<file path="config.mk">
export PLATFORM = sky130hd
export DESIGN_NAME = oh_inv_filter_flat
export DESIGN_NICKNAME = d
export VERILOG_FILES = /design/src/rtl/oh_inv_filter_if.sv /design/src/rtl/oh_inv_filter.sv /design/src/flat_wrapper.sv
export SDC_FILE = /design/constraint.sdc
export NUM_CORES = 1
export LEC_CHECK = 0
export ABC_AREA = 1
export CAP_MARGIN = 20
export CORE_MARGIN = 4
export CORE_UTILIZATION = 45
export CTS_CLUSTER_SIZE = 30
export DETAILED_ROUTE_END_ITERATION = 7
export GPL_ROUTABILITY_DRIVEN = 0
export HOLD_SLACK_MARGIN = 0.1
export MAX_ROUTING_LAYER = met4
export PLACE_DENSITY = 0.68
export SLEW_MARGIN = 0
export SYNTH_ARGS = -nofsm -noshare
export SYNTH_HDL_FRONTEND = slang
export SYNTH_SLANG_ARGS = --single-unit
</file>
<file path="constraint.sdc">
create_clock -name clk -period 1.75 [get_ports clk]
set_input_delay 0.35 -clock clk [delete_from_list [all_inputs] [get_ports clk]]
set_output_delay 0.35 -clock clk [all_outputs]
set_load 0.03 [all_outputs]
</file>
<file path="src/rtl/oh_inv_filter_if.sv">
// Bundle of the filter's data-side signals: enable, polarity mask, raw inputs,
// and the filtered outputs with their change pulses.
interface oh_inv_filter_if #(
    parameter int N = 8
);
    logic         en;
    logic [N-1:0] inv;
    logic [N-1:0] a;
    logic [N-1:0] z;
    logic [N-1:0] chg;

    modport master (output en, output inv, output a, input z, input chg);
    modport slave  (input en, input inv, input a, output z, output chg);
endinterface

</file>
<file path="src/rtl/oh_inv_filter.sv">
// N-bit programmable-polarity inverter bank with an optional 2-flop input
// synchroniser and a per-bit stability filter that emits a change pulse.
module oh_inv_filter #(
    parameter int           N      = 8,
    parameter int           DEPTH  = 4,
    parameter int           SYNC   = 1,
    parameter logic [N-1:0] RSTVAL = {N{1'b1}},
    parameter               PROP   = "DEFAULT"
) (
    input  logic            clk,
    input  logic            reset,
    oh_inv_filter_if.slave  bus
);

    localparam int            CW   = (DEPTH > 1) ? $clog2(DEPTH) : 1;
    localparam logic [CW-1:0] LAST = CW'(DEPTH - 1);

    logic [N-1:0] as_w;
    logic [N-1:0] cand;

    generate
        if (SYNC != 0) begin : g_sync
            logic [N-1:0] s1_reg;
            logic [N-1:0] s2_reg;

            // Free-running: the synchroniser keeps sampling even while en is low.
            always_ff @(posedge clk or posedge reset) begin
                if (reset) begin
                    s1_reg <= '0;
                    s2_reg <= '0;
                end else begin
                    s1_reg <= bus.a;
                    s2_reg <= s1_reg;
                end
            end

            assign as_w = s2_reg;
        end else begin : g_nosync
            assign as_w = bus.a;
        end
    endgenerate

    assign cand = as_w ^ bus.inv;

    genvar gi;
    generate
        for (gi = 0; gi < N; gi++) begin : g_bit
            logic [CW-1:0] cnt_reg;
            logic          z_reg;
            logic          chg_reg;

            // The count only advances on consecutive enabled mismatches; any
            // agreement with z clears it, so short glitches never reach z.
            always_ff @(posedge clk or posedge reset) begin
                if (reset) begin
                    cnt_reg <= '0;
                    z_reg   <= RSTVAL[gi];
                    chg_reg <= 1'b0;
                end else if (!bus.en) begin
                    chg_reg <= 1'b0;
                end else if (cand[gi] == z_reg) begin
                    cnt_reg <= '0;
                    chg_reg <= 1'b0;
                end else if (cnt_reg == LAST) begin
                    z_reg   <= cand[gi];
                    cnt_reg <= '0;
                    chg_reg <= 1'b1;
                end else begin
                    cnt_reg <= cnt_reg + 1'b1;
                    chg_reg <= 1'b0;
                end
            end

            assign bus.z[gi]   = z_reg;
            assign bus.chg[gi] = chg_reg;
        end
    endgenerate

endmodule
</file>
<file path="src/flat_wrapper.sv">
// flat-port wrapper written by rule: the top's interface ports become plain ports
module oh_inv_filter_flat 
#(
    parameter int           N      = 8,
    parameter int           DEPTH  = 4,
    parameter int           SYNC   = 1,
    parameter logic [N-1:0] RSTVAL = {N{1'b1}},
    parameter               PROP   = "       "
)
  (clk, reset, bus_en, bus_inv, bus_a, bus_z, bus_chg);
  oh_inv_filter_if #(.N(N)) bus_i ();
  input  logic clk;
  input  logic reset;
  input wire logic [$bits(bus_i.en)-1:0] bus_en;
  input wire logic [$bits(bus_i.inv)-1:0] bus_inv;
  input wire logic [$bits(bus_i.a)-1:0] bus_a;
  output wire logic [$bits(bus_i.z)-1:0] bus_z;
  output wire logic [$bits(bus_i.chg)-1:0] bus_chg;
  assign bus_i.en = bus_en;
  assign bus_i.inv = bus_inv;
  assign bus_i.a = bus_a;
  assign bus_z = bus_i.z;
  assign bus_chg = bus_i.chg;
  oh_inv_filter #(.N(N), .DEPTH(DEPTH), .SYNC(SYNC), .RSTVAL(RSTVAL), .PROP(PROP)) u_core (.clk(clk), .reset(reset), .bus(bus_i));
endmodule
</file>
==> PnR_summary.wiki, run 1 <==
{| class="wikitable"
! Metric !! Value
|-
| Fraction of final layout cells sized beyond drive strength 1 || 8.67%
|-
| DR vias || 1709
|-
| Slowest stage delay, CP || 0.67 ns
|-
| Placed cell areas || 2610 sq um
|-
| Met3 Track Usage GR || 3.50%
|-
| Count of synthesis-stage warnings from yosys || 0
|-
| Met2 track utilization from global routing || 25.2%
|-
| Leading cell type in the layout, fill and taps excluded || sky130_fd_sc_hd__nand2_1
|-
| Post-synthesis net count || 304
|-
| Count of final hold-check violations || 0
|-
| Final-report setup violation count || 0
|-
| I/O Buffers || 34
|-
| Capturing element type of the critical path || output pin
|-
| Net Sw Frac || 35.6%
|-
| Power after layout || 0.00340 W
|-
| Crit Path Category || register to output pin
|-
| Post-synthesis sequential element count || 48
|-
| Library cell occupying the most area in the post-synthesis netlist || sky130_fd_sc_hd__dfrtp_1
|-
| Most frequent cells in the layout || sky130_fd_sc_hd__nand2_1 (99), sky130_fd_sc_hd__dfrtp_1 (40), sky130_fd_sc_hd__inv_1 (32)
|-
| Die X || 80.0 microns
|-
| Result of the run || completed
|-
| FF-to-FF path depth || 4
|-
| Die span in y || 80.0 microns
|-
| Clock tree from TritonCTS || done
|-
| Highest Clock Rate || 605 MHz
|-
| Total wire length after detailed routing || 3850 microns
|-
| Worst Max-Slew Pin Slew || 0.400 ns
|-
| Final clock skew || 0.00183 ns
|-
| Antenna Cells || 0
|-
| R2r endpoint || u_core.g_bit[2].cnt_reg[0]
|-
| Slowest CP cell || sky130_fd_sc_hd__clkdlybuf4s50_1
|-
| Core area || 4880 sq um
|-
| Startpoint of the lowest-slack register-to-register path || u_core.g_bit[2].cnt_reg[0]
|-
| Worst rel slew slack || 73.3%
|-
| Leakage power total || 1.48 nW
|-
| Worst setup slack for register-to-register paths || 0.74 ns
|-
| Post-route fraction of the period consumed by the critical path || 94.5%
|-
| Flip-flop and latch area || 1210 sq um
|-
| Antenna violation net count after detailed routing || 0
|-
| Sequential-to-total area share from yosys stat || 52.0%
|-
| Area of the multi-input gates || 808 sq um
|-
| Delay-heaviest family, CP || buffers and inverters
|-
| Number of antenna violations at the first check in global routing || 0
|-
| Overall die area || 6400 sq um
|-
| Synthesized area divided by synthesized cell count || 8.42 sq um
|-
| Remaining design rule violation count || 0
|-
| Wire per inst || 10.5 microns
|-
| Buf/Inv on CP || 1
|-
| Count of different cell masters after synthesis || 13
|-
| Number of setup buffers added after CTS || 0
|-
| Int Power || 0.00219 W
|-
| Arrival time of the worst setup path || 1.30 ns
|-
| Startpoint type of the worst setup path || register
|-
| Violation count after the first detailed-route iteration || 43
|-
| CP Max Fanout || 1
|-
| Number of global-route vias before repair || 1583
|-
| Combinational group share of total power || 32.0%
|-
| Hold path endpoint || u_core.as_w[4]
|-
| RSZ-0062 raised after global routing || false
|-
| Maximum number of pins on one net before global-route repair || 49
|-
| Global-route usage over all layers || 13.4%
|-
| Synth Instances || 277
|-
| Clock Pin Slew Worst Setup and Hold Paths || 0.08 ns
|-
| Relative contribution of sequential cells to total power || 48.9%
|-
| Clock power share || 19.1%
|-
| Met1 routing resource usage after global routing || 13.6%
|-
| First-pass GRT wire length || 6550 microns
|-
| Clk_lat worst skew || 0.29 ns
|-
| Count of clock tree sinks || 48
|-
| Total iterations of the first detailed-routing run || 4
|-
| Number of placement rows || 25
|-
| Sw power || 0.00121 W
|-
| Overflow left after global routing || 0
|-
| Min Tclk post-route || 1.65 ns
|-
| Boundary pin count || 35
|-
| # Max-Cap Violations || 0
|-
| Global-route layer with the greatest usage || met2
|-
| Final net count || 326
|-
| Routed vias/inst || 4.66
|-
| Area share of the leading cell type in the synthesized netlist || 42.9%
|-
| Max clock buf depth || 2
|-
| P&R area growth vs syn || 15.2%
|-
| Post-route cell area || 2690 sq um
|-
| Top cells by area, synth || sky130_fd_sc_hd__dfrtp_1 (43%), sky130_fd_sc_hd__nand2_1 (16%), sky130_fd_sc_hd__dfstp_2 (9.0%), sky130_fd_sc_hd__buf_4 (5.5%), sky130_fd_sc_hd__inv_1 (5.3%)
|-
| Fillers || 474
|-
| H-tree level count || 2
|-
| Sequence of cells on the critical path || clkdlybuf4s50_1
|-
| Number of max-slew violations in the final report || 0
|-
| Total clock buffers created by CTS || 5
|-
| Max IR drop VDD || 633 uV
|-
| Aggregate negative setup slack || 0 ns
|-
| Hold path startpoint || u_core.g_sync.s1_reg[4]
|-
| Power per cell area || 1270 nW/um^2
|-
| Class of the most critical hold timing path || register to register
|-
| Sum of net half-perimeters after detailed placement || 2760 microns
|-
| Effective utilization at floorplan || 47.8%
|-
| Synthesized area || 2330 sq um
|-
| Instance count along the most critical hold path || 0
|-
| CTS Root Cell || sky130_fd_sc_hd__clkbuf_8
|-
| Utilization after layout || 55.1%
|-
| Worst Path Required || 1.40 ns
|-
| Number of flip-flops under the largest register name || 16
|}
==> worst max path at each step <==
stage,endpoint,cells past startpoint,slack (ns),start
3_5_place_dp,bus_z[0],1,0.17,u_core.g_bit[0].z_reg
3_3_place_gp,bus_z[2],1,0.18,u_core.g_bit[2].z_reg
6_report,bus_chg[3],1,0.1,u_core.g_bit[3].chg_reg
5_1_grt,bus_chg[5],1,0.04,u_core.g_bit[5].chg_reg
4_1_cts,bus_chg[2],1,0.06,u_core.g_bit[2].chg_reg
2_1_floorplan,u_core.as_w[0],1,0.27,reset
==> cells by family after synthesis <==
| family | share of synthesized area (%) |
|---|---|
| compound gates | 2.15 |
| simple gates | 28.2 |
| flops | 52.0 |
| fa+ha+maj | 4.29 |
| buf+inv | 13.4 |
==> routing by layer <==
layer | part of all wire [%] | vias up
li1 | - | 891
met1 | 42 | 795
met2 | 54 | 21
met3 | 3.7 | 2
met4 | 0.52 | 0
met5 | 0 | -
==> cell usage after synthesis <==
cell type / count
sky130_fd_sc_hd__nand2_1: 99
sky130_fd_sc_hd__dfrtp_1: 40
sky130_fd_sc_hd__inv_1: 33
sky130_fd_sc_hd__nor2_1: 24
sky130_fd_sc_hd__buf_4: 17
sky130_fd_sc_hd__nand4_1: 14
sky130_fd_sc_hd__nand3_1: 13
sky130_fd_sc_hd__a31oi_1: 8
sky130_fd_sc_hd__dfstp_2: 8
sky130_fd_sc_hd__ha_1: 8
sky130_fd_sc_hd__nand2_2: 7
sky130_fd_sc_hd__buf_6: 5
sky130_fd_sc_hd__inv_2: 1
==> what timing repair did <==
action | CTS | global route
endpoints found under the hold margin | 0 | 0
endpoints found under the setup margin | 8 | 0
resized for setup | 8 | 0
hold buffers | 0 | 0
==> area by class of cell <==
type	count	share of cell area, %
Clock buffer	8	3.35
Timing Repair Buffer	37	13.6
Multi-Input combinational cell	173	30.1
Inverter	34	4.75
Sequential cell	48	45.1
Tap cell	67	3.12
==> power by group through the flow <==
stage                     Combinational [W]  Sequential, W  Clock, W
after floorplan                    0.000954        0.00165         0
after global placement              0.00113        0.00167         0
after detailed placement            0.00116        0.00169         0
after CTS                           0.00111        0.00166  0.000689
after global routing                0.00123        0.00171  0.000736
final                               0.00109        0.00166  0.000649
==> metrics by stage <==
step                cells  hold WS (ns)  setup WS (ns)
global placement      359         0.332          0.179
global route          367         0.360         0.0370
finish                367         0.351         0.0961
CTS                   367         0.355         0.0618
detailed placement    359         0.336          0.171
floorplan             277         0.331          0.269
No activity file was read; power rests on OpenSTA's default activity.
==> inputs of run 2 (changes only) <==
CELL_PAD_IN_SITES_DETAIL_PLACEMENT = 0   (was unset)
CELL_PAD_IN_SITES_GLOBAL_PLACEMENT = 2   (was unset)
CORE_UTILIZATION = 32   (was 45)
GPL_ROUTABILITY_DRIVEN = unset   (was 0)
PLACE_DENSITY = unset   (was 0.68)
PLACE_DENSITY_LB_ADDON = 0.1   (was unset)
==> run 2 against run 1 <==
Clock power rose by 4.8%. Combinational power hardly changed. Non-clock buffer count is 3 higher. Critical path depth unchanged. Register-to-register slack barely moved. Critical path type unchanged.
==> PnR_summary.wiki, run 2 (same netlist as run 1, synthesis figures left out) <==
{| class="wikitable"
! Metric !! Value
|-
| Result of the run || completed
|-
| Number of setup buffers added after CTS || 0
|-
| Startpoint of the lowest-slack register-to-register path || u_core.g_bit[2].cnt_reg[0]
|-
| Placed Cells incl. Taps || 391
|-
| Area of the multi-input gates || 808 sq um
|-
| Clock power share || 19.8%
|-
| Number of antenna violations at the first check in global routing || 0
|-
| Slowest stage delay, CP || 0.67 ns
|-
| Clock Pin Slew Worst Setup and Hold Paths || 0.09 ns
|-
| Count of final hold-check violations || 0
|-
| CP Max Fanout || 1
|-
| Relative contribution of sequential cells to total power || 48.4%
|-
| Core area || 6940 sq um
|-
| Post-route cell area || 2760 sq um
|-
| Crit Path Category || register to output pin
|-
| Worst Path Required || 1.40 ns
|-
| Flip-flop and latch area || 1210 sq um
|-
| Post-Route Hold Slack || 0.347 ns
|-
| Worst Max-Slew Pin Slew || 0.421 ns
|-
| Critical path launch point || u_core.g_bit[5].chg_reg
|-
| RSZ-0062 raised after global routing || false
|-
| Clk_lat worst skew || 0.29 ns
|-
| Global-route usage over all layers || 10.7%
|-
| Die span in y || 93.4 microns
|-
| Max clock buf depth || 2
|-
| Total iterations of the first detailed-routing run || 4
|-
| Buf/Inv on CP || 1
|-
| Total wire length after detailed routing || 4110 microns
|-
| First-pass GRT wire length || 7090 microns
|-
| Number of global-route vias before repair || 1548
|-
| Clock tree from TritonCTS || done
|-
| Effective utilization at floorplan || 33.6%
|-
| Highest Clock Rate || 603 MHz
|-
| Overall die area || 8710 sq um
|-
| Placer Congestion || 0.682
|-
| Total clock buffers created by CTS || 5
|-
| Logic depth of the worst path, buffers included || 1
|-
| Leading cell type in the layout, fill and taps excluded || sky130_fd_sc_hd__nand2_1
|-
| H-tree level count || 2
|-
| Die X || 93.4 microns
|-
| Most frequent cells in the layout || sky130_fd_sc_hd__nand2_1 (99), sky130_fd_sc_hd__dfrtp_1 (40), sky130_fd_sc_hd__inv_1 (32)
|-
| I/O Buffers || 34
|-
| Int Power || 0.00220 W
|-
| Placed cell areas || 2680 sq um
|-
| Capturing element type of the critical path || output pin
|-
| Max IR drop VDD || 649 uV
|-
| Sequence of cells on the critical path || clkdlybuf4s50_1
|-
| Fraction of final layout cells sized beyond drive strength 1 || 9.57%
|-
| DR vias || 1679
|-
| Number of non-filler instances in the completed layout || 399
|-
| Boundary pin count || 35
|-
| Slowest CP cell || sky130_fd_sc_hd__clkdlybuf4s50_1
|-
| Antenna Cells || 0
|-
| Delay-heaviest family, CP || buffers and inverters
|-
| Fillers || 723
|-
| Antenna violation net count after detailed routing || 0
|-
| Cells resized by post-CTS repair || 8
|-
| Net Sw Frac || 36.1%
|-
| Arrival time of the worst setup path || 1.31 ns
|-
| Overflow left after global routing || 0
|-
| Final-report setup violation count || 0
|-
| Final clock skew || 0.00366 ns
|-
| Sw power || 0.00124 W
|-
| Routed vias/inst || 4.21
|-
| Total of hold buffers inserted after clock tree synthesis || 0
|-
| Post-route fraction of the period consumed by the critical path || 94.7%
|-
| Min Tclk post-route || 1.66 ns
|-
| Startpoint type of the worst setup path || register
|-
| CTS Root Cell || sky130_fd_sc_hd__clkbuf_8
|-
| Final net count || 329
|-
| Remaining design rule violation count || 0
|-
| Sum of net half-perimeters after detailed placement || 3000 microns
|-
| Number of flip-flops under the largest register name || 16
|-
| Maximum number of pins on one net before global-route repair || 25
|-
| Combinational group share of total power || 31.8%
|-
| Worst rel slew slack || 71.9%
|-
| FF-to-FF path depth || 4
|-
| Aggregate negative setup slack || 0 ns
|-
| # Max-Cap Violations || 0
|-
| Violation count after the first detailed-route iteration || 67
|-
| Class of the most critical hold timing path || input pin to async pin
|-
| Power per cell area || 1250 nW/um^2
|-
| Count of clock tree sinks || 48
|-
| Number of max-slew violations in the final report || 0
|-
| Number of placement rows || 30
|-
| Leakage power total || 1.50 nW
|-
| P&R area growth vs syn || 18.3%
|-
| Wire per inst || 10.3 microns
|}
[run 2: cell count changes in the layout (fill, tap and decap cells not counted)]
cell                     change
sky130_fd_sc_hd__buf_12      +1
sky130_fd_sc_hd__buf_4       +2
[run 2: path summary, 6_finish.rpt]
path                                              endpoint  slack [ns]
worst min register to register              u_core.as_w[4]        0.35
worst min-delay path                        u_core.as_w[2]        0.35
max in group asynchronous            u_core.g_bit[4].z_reg        0.91
min in group clk                            u_core.as_w[4]        0.35
worst max-delay path                            bus_chg[5]        0.09
worst max register to register  u_core.g_bit[2].cnt_reg[0]        0.75
[run 2: power groups by stage]
stage | logic [W] | registers [W] | clock network, W
4_1_cts | 0.00112 | 0.00167 | 0.000721
3_5_place_dp | 0.00117 | 0.00169 | 0
5_1_grt | 0.00126 | 0.00171 | 0.000768
3_3_place_gp | 0.00117 | 0.00168 | 0
6_report | 0.00109 | 0.00166 | 0.000680
2_1_floorplan | 0.000954 | 0.00165 | 0
[run 2: area by class of cell]
type / count / area share (%)
Sequential cell: 48 / 43.9
Multi-Input combinational cell: 173 / 29.3
Timing Repair Buffer: 40 / 14.5
Clock buffer: 8 / 3.27
Tap cell: 96 / 4.36
Inverter: 34 / 4.63
[run 2: metal layers]
metal	global-route usage (%)	up-vias	share of wire (%)
li1	-	896	-
met1	14.6	749	51
met2	15.1	29	43
met3	2.98	5	4.2
met4	4.03	0	1.7
met5	-	-	0
[run 2: per-stage QoR]
step	power [W]	setup WS [ns]	util, %
4_1_cts	0.00350	0.0627	39.7
6_report	0.00344	0.0920	39.7
3_3_place_gp	0.00285	0.174	38.6
3_5_place_dp	0.00286	0.173	38.6
2_1_floorplan	0.00260	0.269	-
5_1_grt	0.00374	0.0487	39.7
